`src/rtl/mmio_console.sv`:
```
// Multi-channel MMIO console: per-channel byte TX/RX FIFOs, exit latch
// and PC-stall watchdog, decoded in a 256-byte window on the data port.
module mmio_console #(
  parameter logic [31:0] BASE = 32'hFFFF_FF00,
  parameter int NCH = 2,
  parameter int TXDEPTH = 16,
  parameter int RXDEPTH = 16,
  parameter int WDT_W = 16
) (
  input  logic             clk,
  input  logic             resetb,
  input  logic             wready,
  input  logic [31:0]      waddr,
  input  logic [31:0]      wdata,
  input  logic [3:0]       wstrb,
  input  logic             rready,
  input  logic [31:0]      raddr,
  output logic             rresp,
  output logic [31:0]      rdata,
  output logic             sel_w,
  output logic             sel_r,
  output logic [NCH-1:0]   tx_valid,
  output logic [8*NCH-1:0] tx_data,
  input  logic [NCH-1:0]   tx_ready,
  input  logic [NCH-1:0]   rx_valid,
  input  logic [8*NCH-1:0] rx_data,
  output logic [NCH-1:0]   rx_ready,
  input  logic [31:0]      pc,
  output logic             exit_valid,
  output logic [31:0]      exit_code,
  output logic             timeout
);

  localparam int TXA = $clog2(TXDEPTH);
  localparam int RXA = $clog2(RXDEPTH);

  logic wr, rd;
  logic [7:0] woff, roff;
  logic [NCH-1:0][31:0] stat;
  logic [NCH-1:0][7:0] rx_head;
  logic [NCH-1:0] rx_ne;
  logic [31:0] rd_val;
  logic [WDT_W-1:0] wdt_limit, wdt_cnt;
  logic [31:0] pc_q;
  logic unused_ok;

  assign sel_w = waddr[31:8] == BASE[31:8];
  assign sel_r = raddr[31:8] == BASE[31:8];
  assign wr = wready && sel_w;
  assign rd = rready && sel_r;
  assign woff = waddr[7:0];
  assign roff = raddr[7:0];
  assign unused_ok = ^wstrb[3:1];

  for (genvar c = 0; c < NCH; c++) begin : g_ch
    logic [7:0] tx_mem [TXDEPTH];
    logic [7:0] rx_mem [RXDEPTH];
    logic [TXA-1:0] tx_wp, tx_rp;
    logic [RXA-1:0] rx_wp, rx_rp;
    logic [TXA:0] tx_cnt;
    logic [RXA:0] rx_cnt;
    logic tx_ovf, rx_ovf;
    logic w_hit, tx_req, st_wr;
    logic tx_full, tx_pop, tx_push;
    logic rx_full, rx_pop, rx_push;

    assign w_hit = wr && woff[7:4] == 4'(c);
    assign tx_req = w_hit && woff[3:0] == 4'h0 && wstrb[0];
    assign st_wr = w_hit && woff[3:0] == 4'h8;
    assign tx_full = tx_cnt == (TXA+1)'(TXDEPTH);
    assign tx_pop = tx_cnt != '0 && tx_ready[c];
    // a full FIFO still takes the byte if the head leaves this cycle
    assign tx_push = tx_req && (!tx_full || tx_pop);
    assign rx_full = rx_cnt == (RXA+1)'(RXDEPTH);
    assign rx_push = rx_valid[c] && !rx_full;
    assign rx_pop = rd && roff[7:4] == 4'(c)
                 && roff[3:0] == 4'h4 && rx_cnt != '0;

    always_ff @(posedge clk) begin
      if (resetb) begin
        tx_wp <= '0;
        tx_rp <= '0;
        tx_cnt <= '0;
        tx_ovf <= 1'b0;
        rx_wp <= '0;
        rx_rp <= '0;
        rx_cnt <= '0;
        rx_ovf <= 1'b0;
      end else begin
        if (tx_push) tx_wp <= tx_wp + TXA'(1);
        if (tx_pop) tx_rp <= tx_rp + TXA'(1);
        if (tx_push && !tx_pop) tx_cnt <= tx_cnt + (TXA+1)'(1);
        else if (!tx_push && tx_pop) tx_cnt <= tx_cnt - (TXA+1)'(1);
        if (tx_req && !tx_push) tx_ovf <= 1'b1;
        else if (st_wr && wdata[4]) tx_ovf <= 1'b0;
        if (rx_push) rx_wp <= rx_wp + RXA'(1);
        if (rx_pop) rx_rp <= rx_rp + RXA'(1);
        if (rx_push && !rx_pop) rx_cnt <= rx_cnt + (RXA+1)'(1);
        else if (!rx_push && rx_pop) rx_cnt <= rx_cnt - (RXA+1)'(1);
        if (rx_valid[c] && rx_full) rx_ovf <= 1'b1;
        else if (st_wr && wdata[5]) rx_ovf <= 1'b0;
      end
    end

    always_ff @(posedge clk) begin
      if (tx_push) tx_mem[tx_wp] <= wdata[7:0];
      if (rx_push) rx_mem[rx_wp] <= rx_data[8*c+:8];
    end

    assign tx_valid[c] = tx_cnt != '0;
    assign tx_data[8*c+:8] = tx_mem[tx_rp];
    assign rx_ready[c] = !rx_full;
    assign rx_head[c] = rx_mem[rx_rp];
    assign rx_ne[c] = rx_cnt != '0;
    assign stat[c] = {8'h0, 8'(rx_cnt), 8'(tx_cnt), 2'b0,
                      rx_ovf, tx_ovf, rx_full,
                      rx_cnt == '0, tx_cnt == '0, tx_full};
  end

  always_comb begin
    rd_val = '0;
    for (int c = 0; c < NCH; c++) begin
      if (roff[7:4] == 4'(c)) begin
        case (roff[3:0])
          4'h4: rd_val = rx_ne[c] ? {24'h0, rx_head[c]} : '1;
          4'h8: rd_val = stat[c];
          default: ;
        endcase
      end
    end
    case (roff)
      8'hF4: rd_val = 32'(wdt_limit);
      8'hF8: rd_val = 32'(wdt_cnt);
      default: ;
    endcase
  end

  always_ff @(posedge clk) begin
    if (resetb) begin
      rresp <= 1'b0;
      rdata <= '0;
      exit_valid <= 1'b0;
      exit_code <= '0;
      wdt_limit <= '0;
      wdt_cnt <= '0;
      pc_q <= '0;
      timeout <= 1'b0;
    end else begin
      rresp <= rd;
      if (rd) rdata <= rd_val;
      if (wr && woff == 8'hF0) begin
        exit_valid <= 1'b1;
        exit_code <= wdata;
      end
      pc_q <= pc;
      if (wr && woff == 8'hF4) begin
        wdt_limit <= wdata[WDT_W-1:0];
        wdt_cnt <= '0;
      end else if (wdt_limit != '0 && pc == pc_q) begin
        if (wdt_cnt != '1) wdt_cnt <= wdt_cnt + WDT_W'(1);
        if (wdt_cnt + WDT_W'(1) == wdt_limit) timeout <= 1'b1;
      end else begin
        wdt_cnt <= '0;
      end
    end
  end

endmodule

```
`config.mk`:
```
export PLATFORM = sky130hd
export DESIGN_NAME = mmio_console
export DESIGN_NICKNAME = d
export VERILOG_FILES = /design/src/rtl/mmio_console.sv
export SDC_FILE = /design/constraint.sdc
export NUM_CORES = 1
export LEC_CHECK = 0
export ABC_AREA = 1
export CAP_MARGIN = 5
export CORE_MARGIN = 2
export CORE_UTILIZATION = 30
export DETAILED_ROUTE_END_ITERATION = 10
export PLACE_DENSITY = 0.46
export SLEW_MARGIN = 5
export SYNTH_ARGS = -nofsm -noshare
export SYNTH_HDL_FRONTEND = slang
export SYNTH_SLANG_ARGS = --single-unit
```
`constraint.sdc`:
```
create_clock -name clk -period 7.4 [get_ports clk]
set_input_delay 0.74 -clock clk [delete_from_list [all_inputs] [get_ports clk]]
set_output_delay 0.74 -clock clk [all_outputs]
set_load 0.005 [all_outputs]
```
==> results of run 1 <==
layout by cell type (no fill, tap or decap), types with 5 or more instances in the layout:
| cell type | n |
|---|---|
| sky130_fd_sc_hd__o22ai_1 | 18 |
| sky130_fd_sc_hd__o21a_1 | 8 |
| sky130_fd_sc_hd__a21oi_1 | 175 |
| sky130_fd_sc_hd__nor2_1 | 358 |
| sky130_fd_sc_hd__buf_4 | 21 |
| sky130_fd_sc_hd__clkbuf_1 | 19 |
| sky130_fd_sc_hd__edfxtp_1 | 512 |
| sky130_fd_sc_hd__mux2i_1 | 66 |
| sky130_fd_sc_hd__nand4_1 | 39 |
| sky130_fd_sc_hd__clkdlybuf4s50_1 | 239 |
| sky130_fd_sc_hd__a211oi_1 | 29 |
| sky130_fd_sc_hd__dfxtp_1 | 189 |
| sky130_fd_sc_hd__xnor2_1 | 29 |
| sky130_fd_sc_hd__xor2_1 | 13 |
| sky130_fd_sc_hd__inv_1 | 258 |
| sky130_fd_sc_hd__nand3_1 | 198 |
| sky130_fd_sc_hd__o211ai_1 | 99 |
| sky130_fd_sc_hd__clkinv_2 | 15 |
| sky130_fd_sc_hd__ha_1 | 37 |
| sky130_fd_sc_hd__o21ai_0 | 202 |
| sky130_fd_sc_hd__nor3_1 | 43 |
| sky130_fd_sc_hd__clkbuf_8 | 7 |
| sky130_fd_sc_hd__a31oi_1 | 5 |
| sky130_fd_sc_hd__a21o_1 | 5 |
| sky130_fd_sc_hd__clkinv_1 | 17 |
| sky130_fd_sc_hd__o221ai_1 | 5 |
| sky130_fd_sc_hd__clkbuf_16 | 87 |
| sky130_fd_sc_hd__nand2_1 | 431 |
| sky130_fd_sc_hd__bufinv_16 | 7 |
sequential cells by signal, indices dropped and copies added, names as in the netlist, 8 cells and up, named ones only:
name / count
g_ch.rx_mem: 256
g_ch.tx_mem: 256
exit_code: 32
pc_q: 32
rdata: 22
wdt_cnt: 16
wdt_limit: 16
g_ch.rx_cnt: 10
g_ch.tx_cnt: 10
g_ch.rx_rp: 8
g_ch.rx_wp: 8
g_ch.tx_rp: 8
g_ch.tx_wp: 8
final cells by class:
class                           count  area (sq um)  area share
Sequential cell                   705         19200       0.526
Inverter                          265           995      0.0272
Antenna cell                        1          2.50   0.0000684
Clock buffer                      113          2340      0.0641
Tap cell                         1298          1620      0.0444
Clock inverter                     42           419      0.0115
Multi-Input combinational cell   1792          9410       0.257
Timing Repair Buffer              261          2550      0.0698
cells in the mapped netlist (2+ instances only):
master                       n
sky130_fd_sc_hd__a21oi_1   175
sky130_fd_sc_hd__o22ai_1    18
sky130_fd_sc_hd__a31oi_1     5
sky130_fd_sc_hd__o221ai_1    5
sky130_fd_sc_hd__fa_1        4
sky130_fd_sc_hd__edfxtp_1  512
sky130_fd_sc_hd__nand2_2     2
sky130_fd_sc_hd__buf_2      26
sky130_fd_sc_hd__nor3_4      2
sky130_fd_sc_hd__o21ai_0   202
sky130_fd_sc_hd__buf_4      10
sky130_fd_sc_hd__nand4_1    39
sky130_fd_sc_hd__xor2_1     13
sky130_fd_sc_hd__nand2_1   431
sky130_fd_sc_hd__nor4_1      3
sky130_fd_sc_hd__ha_1       37
sky130_fd_sc_hd__inv_2       2
sky130_fd_sc_hd__a211oi_1   29
sky130_fd_sc_hd__a21o_1      5
sky130_fd_sc_hd__o21a_1      8
sky130_fd_sc_hd__clkinv_1    5
sky130_fd_sc_hd__a22oi_1     3
sky130_fd_sc_hd__nor2_1    358
sky130_fd_sc_hd__clkbuf_1   95
sky130_fd_sc_hd__buf_1      11
sky130_fd_sc_hd__dfxtp_1   193
sky130_fd_sc_hd__inv_1     258
sky130_fd_sc_hd__a31o_2      2
sky130_fd_sc_hd__nand3_1   198
sky130_fd_sc_hd__xnor2_1    29
sky130_fd_sc_hd__o211ai_1   99
sky130_fd_sc_hd__mux2i_1    66
sky130_fd_sc_hd__nor3_1     43
sky130_fd_sc_hd__nor4_4      2
sky130_fd_sc_hd__nor2_4      3
worst min path at each step:
| stage | cells past startpoint | endpoint |
|---|---|---|
| after floorplan | 2 | exit_valid |
| after global placement | 2 | exit_valid |
| after detailed placement | 2 | timeout |
| after CTS | 2 | timeout |
| after global routing | 2 | timeout |
| final | 2 | timeout |
through the flow:
stage	setup WS [ns]	hold WS, ns	cell area (sq um)	power [mW]
after floorplan	4.28	0.447	30200	5.34
after global placement	2.90	0.440	33800	5.91
after detailed placement	2.92	0.443	33800	5.93
after CTS	3.13	0.452	36600	10.1
after global routing	3.03	0.474	36600	10.4
final	3.14	0.450	36600	9.94
routing by layer:
metal  part of all wire  GRT usage
met4              0.029     0.0561
met3              0.062     0.0347
met2               0.46      0.262
met1               0.45      0.215
met5            0.00046          0
tightest hold or removal path, cell delays in order, from the launching register on:
cell and delay [ns]:
sky130_fd_sc_hd__dfxtp_1 0.30, sky130_fd_sc_hd__inv_1 0.05, sky130_fd_sc_hd__a21oi_1 0.05
power breakdown:
group / internal (mW) / switching, mW
Clock: 2.47 / 1.64
Combinational: 0.571 / 0.753
Sequential: 4.33 / 0.185
Total: 7.37 / 2.57
logic make-up (layout without fill, tap and decap cells):
family	count (synthesis)	count (layout)	synth area share
buffers and inverters	407	681	0.0528
adders and majority gates	41	41	0.0180
other	0	1	0
and+or+nand+nor	1089	1089	0.153
AOI/OAI and AO/OA	553	553	0.105
xor gates and xnor gates	43	43	0.0129
muxes	66	66	0.0218
DFF	705	705	0.636
==> report_table.html, run 1 <==
<table>
<tr><th>Metric</th><th>Value</th></tr>
<tr><th colspan="2">Die</th></tr>
<tr><td>Total die area</td><td>103000 sq um</td></tr>
<tr><td>IO Count</td><td>about 250</td></tr>
<tr><td>Die X-Extent</td><td>~320 microns</td></tr>
<tr><td>Core Box Area</td><td>100000 sq um</td></tr>
<tr><td>Initial cell density of the core</td><td>0.302</td></tr>
<tr><td>Die Ht</td><td>between 300 and 400 microns</td></tr>
<tr><td>Rows</td><td>116</td></tr>
<tr><th colspan="2">CTS</th></tr>
<tr><td>Cts repair resizes</td><td>0</td></tr>
<tr><td>Number of levels the H-tree was split into</td><td>3</td></tr>
<tr><td>Postcts setup bufs</td><td>0</td></tr>
<tr><td>Number of CTS-inserted buffers</td><td>just over 80</td></tr>
<tr><td>Clock net sink count</td><td>just over 700</td></tr>
<tr><td>Library cell used as clock root buffer</td><td>sky130_fd_sc_hd__clkbuf_16</td></tr>
<tr><td>Number of buffers inserted by hold repair at cts</td><td>0</td></tr>
<tr><td>TritonCTS clock tree</td><td>built</td></tr>
<tr><td>Clock-pin slew on the worst setup and hold paths</td><td>0.06 ns</td></tr>
<tr><td>Clock tree buffer depth</td><td>3</td></tr>
<tr><td>Worst-skew pair later-pin latency</td><td>~0.66 ns</td></tr>
<tr><th colspan="2">Logic synthesis</th></tr>
<tr><td>Mean area per synthesized cell</td><td>about 10 sq um</td></tr>
<tr><td>Library cells used by synthesis</td><td>46</td></tr>
<tr><td>Post-synthesis instance area</td><td>between 30000 and 40000 sq um</td></tr>
<tr><td>Synthesized instance count</td><td>just under 3000</td></tr>
<tr><td>Sequential cell area fraction in the yosys report</td><td>0.636</td></tr>
<tr><td>Number of enable flip-flop cells after synthesis</td><td>between 500 and 600</td></tr>
<tr><td>Net count after synthesis</td><td>about 3100</td></tr>
<tr><td>Most used flip-flop cell after synthesis</td><td>sky130_fd_sc_hd__edfxtp_1</td></tr>
<tr><td>Proportion of synthesized flip-flops having asynchronous set or reset</td><td>0</td></tr>
<tr><td>Largest cells by area after synthesis</td><td>sky130_fd_sc_hd__edfxtp_1 (51%), sky130_fd_sc_hd__dfxtp_1 (13%), sky130_fd_sc_hd__nand2_1 (5.3%)</td></tr>
<tr><td>Top cell type's share of synthesized area</td><td>0.508</td></tr>
<tr><td>Count of state elements after synthesis</td><td>between 700 and 800</td></tr>
<tr><td>Dominant cell type by area after synthesis</td><td>sky130_fd_sc_hd__edfxtp_1</td></tr>
<tr><td>Ys Warns</td><td>0</td></tr>
<tr><th colspan="2">Worst setup path</th></tr>
<tr><td>Critical path peak fanout</td><td>33</td></tr>
<tr><td>Slowest stage cell, crit path</td><td>sky130_fd_sc_hd__inv_1</td></tr>
<tr><td>Arrival time at the worst endpoint</td><td>3.52 ns</td></tr>
<tr><td>R2r setup slk</td><td>~3.8 ns</td></tr>
<tr><td>Critical Path, Cell by Cell</td><td>buf_4 &gt; inv_1 &gt; o21ai_0 &gt; o211ai_1 &gt; nand2_1 &gt; clkdlybuf4s50_1</td></tr>
<tr><td>Worst r2r path cells</td><td>17</td></tr>
<tr><td>Critical Path Stages</td><td>6</td></tr>
<tr><td>Startpoint class of the critical path</td><td>register</td></tr>
<tr><td>Slowest cell delay on critical path</td><td>0.91 ns</td></tr>
<tr><td>Worst path top cell family by delay</td><td>buffers and inverters</td></tr>
<tr><td>Capturing point of the worst reg2reg path</td><td>g_ch[1].tx_cnt[4]</td></tr>
<tr><td>Type of the worst setup path</td><td>reg -&gt; out</td></tr>
<tr><td>Buffers &amp; Inverters on Critical Path</td><td>3</td></tr>
<tr><td>Worst r2r src</td><td>g_ch[1].tx_cnt[0]</td></tr>
<tr><td>Category of the worst setup path capture point</td><td>primary output</td></tr>
<tr><td>Data required time of the worst path</td><td>approximately 6.7 ns</td></tr>
<tr><td>Termination of the worst setup path</td><td>tx_data[14]</td></tr>
<tr><th colspan="2">Timing</th></tr>
<tr><td>Final clock skew</td><td>around 0.042 ns</td></tr>
<tr><td>Share of the cycle needed by the critical path after routing</td><td>0.576</td></tr>
<tr><td>Setup repair after global routing missed its margin</td><td>no</td></tr>
<tr><td>Final setup violation count</td><td>0</td></tr>
<tr><td>Count of final max-slew check failures</td><td>0</td></tr>
<tr><td>Highest clock rate</td><td>around 230 MHz</td></tr>
<tr><td>Final Hold Vio Count</td><td>0</td></tr>
<tr><td>Setup TNS Final</td><td>0 ns</td></tr>
<tr><td>Worst Tran Pin Value</td><td>between 1 and 1.5 ns</td></tr>
<tr><td>Minimum period implied by the final worst setup slack</td><td>roughly 4.3 ns</td></tr>
<tr><td>Remaining max-slew budget at the tightest pin</td><td>0.198</td></tr>
<tr><th colspan="2">Place</th></tr>
<tr><td>Number of placed instances with taps included</td><td>4321</td></tr>
<tr><td>Port Buffer Count</td><td>241</td></tr>
<tr><td>HPWL Detailed</td><td>between 50000 and 60000 microns</td></tr>
<tr><td>Final RePlAce weighted congestion</td><td>between 0.8 and 0.9</td></tr>
<tr><th colspan="2">Run status</th></tr>
<tr><td>Run status</td><td>completed</td></tr>
<tr><th colspan="2">Drt</th></tr>
<tr><td>Per-cell via count in the routed design</td><td>4.82</td></tr>
<tr><td>First drt pass iteration count</td><td>5</td></tr>
<tr><td>Overall via count from detail_route</td><td>approximately 22000</td></tr>
<tr><td>Number of design rule violations left after detail routing</td><td>0</td></tr>
<tr><td>DR iter-0 viols</td><td>1756</td></tr>
<tr><td>Antenna-violating nets left</td><td>0</td></tr>
<tr><td>Wirelength per Cell</td><td>~19 microns</td></tr>
<tr><td>Routed wire length</td><td>~85000 microns</td></tr>
<tr><th colspan="2">Final layout</th></tr>
<tr><td>Final #Nets</td><td>~3300</td></tr>
<tr><td>Non-filler instance count after layout</td><td>approximately 4500</td></tr>
<tr><td>Fraction of final layout cells with drive strength greater than 1</td><td>0.0535</td></tr>
<tr><td>Area growth from synthesis to final layout</td><td>21.0%</td></tr>
<tr><td>Post-route core utilization</td><td>0.366</td></tr>
<tr><td>Filler Cell Count</td><td>9798</td></tr>
<tr><th colspan="2">Worst hold path</th></tr>
<tr><td>Min-Delay Startpoint</td><td>timeout</td></tr>
<tr><td>Worst min-delay path class</td><td>reg -&gt; reg</td></tr>
<tr><th colspan="2">Power</th></tr>
<tr><td>Peak supply drop</td><td>approximately 0.15 mV</td></tr>
<tr><td>Leakage power total</td><td>about 13 nW</td></tr>
<tr><td>Pwr dens</td><td>~270 nW/um^2</td></tr>
<tr><th colspan="2">GRT</th></tr>
<tr><td>Pin count of the biggest net entering global routing</td><td>between 90 and 100</td></tr>
<tr><td>Number of global-route vias before repair</td><td>~21000</td></tr>
<tr><td>GR Overflow Total</td><td>0</td></tr>
<tr><td>Combined global-route utilization of all metal layers</td><td>0.162</td></tr>
<tr><td>First-pass GRT wire length</td><td>~130000 microns</td></tr>
<tr><td>Number of antenna violations at the first check in global routing</td><td>4</td></tr>
<tr><th colspan="2">Job</th></tr>
<tr><td>Max-cap viol count</td><td>0</td></tr>
</table>
(Power assumes the default switching activity.)
==> run 2, diff against run 1 <==
PLACE_DENSITY = 0.47   (was 0.46)
clock period = 3.7 ns   (was 7.4 ns; I/O delays follow)
==> run 2 against run 1 <==
Sequential power increased by 97%. Combinational power rose by 120%. Critical path type unchanged. Wire length rose by 1.2%. Via count decreased by 0.71%. Worst hold slack got worse by 0.21 ns. Die area did not move. Critical path depth unchanged. Core utilization rose by 0.55 points. Final area is 1.5% higher. Total power grew 100%. First-iteration DRC count is 12% lower.
==> report_table.html, run 2 (synthesis results as in run 1) <==
<table>
<tr><th>Metric</th><th>Value</th></tr>
<tr><th colspan="2">Run status</th></tr>
<tr><td>Run status</td><td>completed</td></tr>
<tr><th colspan="2">CTS</th></tr>
<tr><td>Cts repair resizes</td><td>0 (unchanged)</td></tr>
<tr><td>Number of buffers inserted by hold repair at cts</td><td>0 (unchanged)</td></tr>
<tr><td>Library cell used as clock root buffer</td><td>sky130_fd_sc_hd__clkbuf_16</td></tr>
<tr><td>TritonCTS clock tree</td><td>built</td></tr>
<tr><td>Number of levels the H-tree was split into</td><td>3 (unchanged)</td></tr>
<tr><td>Clock-pin slew on the worst setup and hold paths</td><td>0.05 ns (about the same)</td></tr>
<tr><td>Postcts setup bufs</td><td>0 (unchanged)</td></tr>
<tr><td>Worst-skew pair later-pin latency</td><td>0.66 ns (about the same)</td></tr>
<tr><td>Clock net sink count</td><td>705 (unchanged)</td></tr>
<tr><td>Clock tree buffer depth</td><td>3 (unchanged)</td></tr>
<tr><td>Number of CTS-inserted buffers</td><td>83 (unchanged)</td></tr>
<tr><th colspan="2">Drt</th></tr>
<tr><td>First drt pass iteration count</td><td>5 (unchanged)</td></tr>
<tr><td>Overall via count from detail_route</td><td>21400 (-0.71%)</td></tr>
<tr><td>Antenna-violating nets left</td><td>0 (unchanged)</td></tr>
<tr><td>Routed wire length</td><td>86000 microns (+1.2%)</td></tr>
<tr><td>Per-cell via count in the routed design</td><td>4.72 (-2.2%)</td></tr>
<tr><td>Wirelength per Cell</td><td>18.9 microns (-0.30%)</td></tr>
<tr><td>Number of design rule violations left after detail routing</td><td>0 (unchanged)</td></tr>
<tr><td>DR iter-0 viols</td><td>1546 (-12%)</td></tr>
<tr><th colspan="2">Timing</th></tr>
<tr><td>Final setup violation count</td><td>0 (unchanged)</td></tr>
<tr><td>Highest clock rate</td><td>304 MHz</td></tr>
<tr><td>Setup repair after global routing missed its margin</td><td>no</td></tr>
<tr><td>Final Hold Vio Count</td><td>0 (unchanged)</td></tr>
<tr><td>Final clock skew</td><td>0.0319 ns (-0.00969 ns)</td></tr>
<tr><td>Share of the cycle needed by the critical path after routing</td><td>0.888</td></tr>
<tr><td>Remaining max-slew budget at the tightest pin</td><td>0.135 (-0.0628)</td></tr>
<tr><td>Worst Tran Pin Value</td><td>1.29 ns (+0.0931 ns)</td></tr>
<tr><td>Final setup slack of the worst path</td><td>0.414 ns (-2.73 ns)</td></tr>
<tr><td>Minimum period implied by the final worst setup slack</td><td>roughly 3.3 ns</td></tr>
<tr><td>Count of final max-slew check failures</td><td>0 (unchanged)</td></tr>
<tr><td>Setup TNS Final</td><td>0 ns (unchanged)</td></tr>
<tr><th colspan="2">Final layout</th></tr>
<tr><td>Largest registers ranked by flip-flop count</td><td>g_ch.rx_mem (256), g_ch.tx_mem (256)</td></tr>
<tr><td>Most used cells in the layout excluding fill and tap cells</td><td>sky130_fd_sc_hd__edfxtp_1 (512), sky130_fd_sc_hd__nand2_1 (431), sky130_fd_sc_hd__nor2_1 (358)</td></tr>
<tr><td>Most frequent standard cell in the layout excluding fill and tap cells</td><td>sky130_fd_sc_hd__edfxtp_1</td></tr>
<tr><td>Fraction of final layout cells with drive strength greater than 1</td><td>0.0740 (+0.0205)</td></tr>
<tr><td>Final #Nets</td><td>3376 (+2.1%)</td></tr>
<tr><td>Non-filler instance count after layout</td><td>4546 (+1.5%)</td></tr>
<tr><td>Area growth from synthesis to final layout</td><td>22.8%</td></tr>
<tr><th colspan="2">Worst setup path</th></tr>
<tr><td>Arrival time at the worst endpoint</td><td>2.92 ns (-0.60 ns)</td></tr>
<tr><td>Category of the worst setup path capture point</td><td>primary output</td></tr>
<tr><td>Critical Path, Cell by Cell</td><td>buf_12 &gt; mux2i_1 &gt; o21ai_0 &gt; o211ai_1 &gt; nand2_1 &gt; clkdlybuf4s50_1</td></tr>
<tr><td>Buffers &amp; Inverters on Critical Path</td><td>2 (-1)</td></tr>
<tr><td>Slowest cell delay on critical path</td><td>0.64 ns (-0.27 ns)</td></tr>
<tr><td>Worst path top cell family by delay</td><td>buffers and inverters</td></tr>
<tr><td>Type of the worst setup path</td><td>reg -&gt; out</td></tr>
<tr><td>Data required time of the worst path</td><td>3.33 ns (-3.33 ns)</td></tr>
<tr><td>Critical path peak fanout</td><td>59 (+79%)</td></tr>
<tr><td>Slowest stage cell, crit path</td><td>sky130_fd_sc_hd__dfxtp_4</td></tr>
<tr><td>Startpoint class of the critical path</td><td>register</td></tr>
<tr><th colspan="2">Die</th></tr>
<tr><td>Core Box Area</td><td>100000 sq um (unchanged)</td></tr>
<tr><td>Die Ht</td><td>322 microns (unchanged)</td></tr>
<tr><td>IO Count</td><td>245 (unchanged)</td></tr>
<tr><td>Total die area</td><td>103000 sq um (unchanged)</td></tr>
<tr><td>Rows</td><td>116 (unchanged)</td></tr>
<tr><td>Die X-Extent</td><td>322 microns (unchanged)</td></tr>
<tr><td>Initial cell density of the core</td><td>0.302 (unchanged)</td></tr>
<tr><th colspan="2">Place</th></tr>
<tr><td>Final RePlAce weighted congestion</td><td>0.806 (-0.32%)</td></tr>
<tr><td>Number of placed instances with taps included</td><td>4392 (+1.6%)</td></tr>
<tr><td>HPWL Detailed</td><td>56800 microns (+0.38%)</td></tr>
<tr><td>Setup Slack @ Placement</td><td>0.224 ns (-2.69 ns)</td></tr>
<tr><td>Port Buffer Count</td><td>241 (unchanged)</td></tr>
<tr><th colspan="2">GRT</th></tr>
<tr><td>Pin count of the biggest net entering global routing</td><td>130 (+34%)</td></tr>
<tr><td>Number of antenna violations at the first check in global routing</td><td>7 (+3)</td></tr>
<tr><td>Number of global-route vias before repair</td><td>20800 (-2.7%)</td></tr>
<tr><td>First-pass GRT wire length</td><td>129000 microns (+0.40%)</td></tr>
<tr><td>GR Overflow Total</td><td>0 (unchanged)</td></tr>
<tr><td>Combined global-route utilization of all metal layers</td><td>0.164 (+0.00196)</td></tr>
<tr><th colspan="2">Power</th></tr>
<tr><td>Pwr dens</td><td>539 nW/um^2 (+98%)</td></tr>
<tr><td>Pwr Total</td><td>20.0 mW (+100%)</td></tr>
<tr><td>Leakage power total</td><td>13.3 nW (+2.9%)</td></tr>
<tr><td>Peak supply drop</td><td>0.310 mV (+100%)</td></tr>
<tr><th colspan="2">Worst hold path</th></tr>
<tr><td>Worst min-delay path class</td><td>in -&gt; reg</td></tr>
<tr><th colspan="2">Job</th></tr>
<tr><td>Max-cap viol count</td><td>0 (unchanged)</td></tr>
</table>
## run 2: cell count changes in the layout (fill, tap and decap cells not counted), sizes merged, moves of 2 or more
cell	change
diode	+2
clkinvlp	-3
clkbuf	-3
buf	+76
clkinv	-4
clkdlybuf4s50	-5
inv	+5
## run 2: layout make-up
| cell class | count | area (sq um) |
|---|---|---|
| fillers | 9869 | 62900 |
| flip-flops and latches | 705 | 19200 |
| multi-input cells | 1792 | 9410 |
| repair buffers | 332 | 3130 |
| clock buffers | 110 | 2270 |
| well taps | 1298 | 1620 |
| inverters | 265 | 995 |
| clock inverters | 41 | 470 |
| diodes | 3 | 7.51 |
## run 2: worst min-delay path, stage by stage
cell and delay [ns]:
sky130_fd_sc_hd__buf_4 0.14, sky130_fd_sc_hd__buf_12 0.18, sky130_fd_sc_hd__nor2_1 0.14
## run 2: worst paths after layout
check	to	depth (start not counted)	slack [ns]	startpoint
setup / recovery	tx_data[14]	6	0.41	register
hold reg to reg	exit_valid	2	0.45	exit_valid
hold / removal	pc_q[31]	3	0.24	resetb
setup reg to reg	g_ch[1].tx_cnt[4]	17	0.58	g_ch[1].tx_cnt[0]
## run 2: per-layer routing
layer | track usage | wire length (microns) | vias to the layer above
met4 | 0.0496 | 2230 | 6
met1 | 0.231 | 40500 | 10100
met3 | 0.0326 | 4730 | 136
met2 | 0.254 | 38500 | 490
li1 | - | - | 10700
met5 | 0 | 35 | -
## run 2: per-stage QoR
| step | hold WS (ns) | utilization | instance area, sq um |
|---|---|---|---|
| 6_report | 0.244 | 0.371 | 37100 |
| 5_1_grt | 0.281 | 0.371 | 37100 |
| 4_1_cts | 0.249 | 0.371 | 37100 |
| 3_5_place_dp | 0.439 | 0.344 | 34400 |
| 3_3_place_gp | 0.437 | 0.344 | 34400 |
| 2_1_floorplan | 0.447 | - | 30200 |
## run 2: power breakdown
part           internal [mW]  switching [mW]  total [mW]
combinational           1.22            1.68        2.90
sequential              8.65           0.243        8.90
clock                   4.90            3.33        8.23
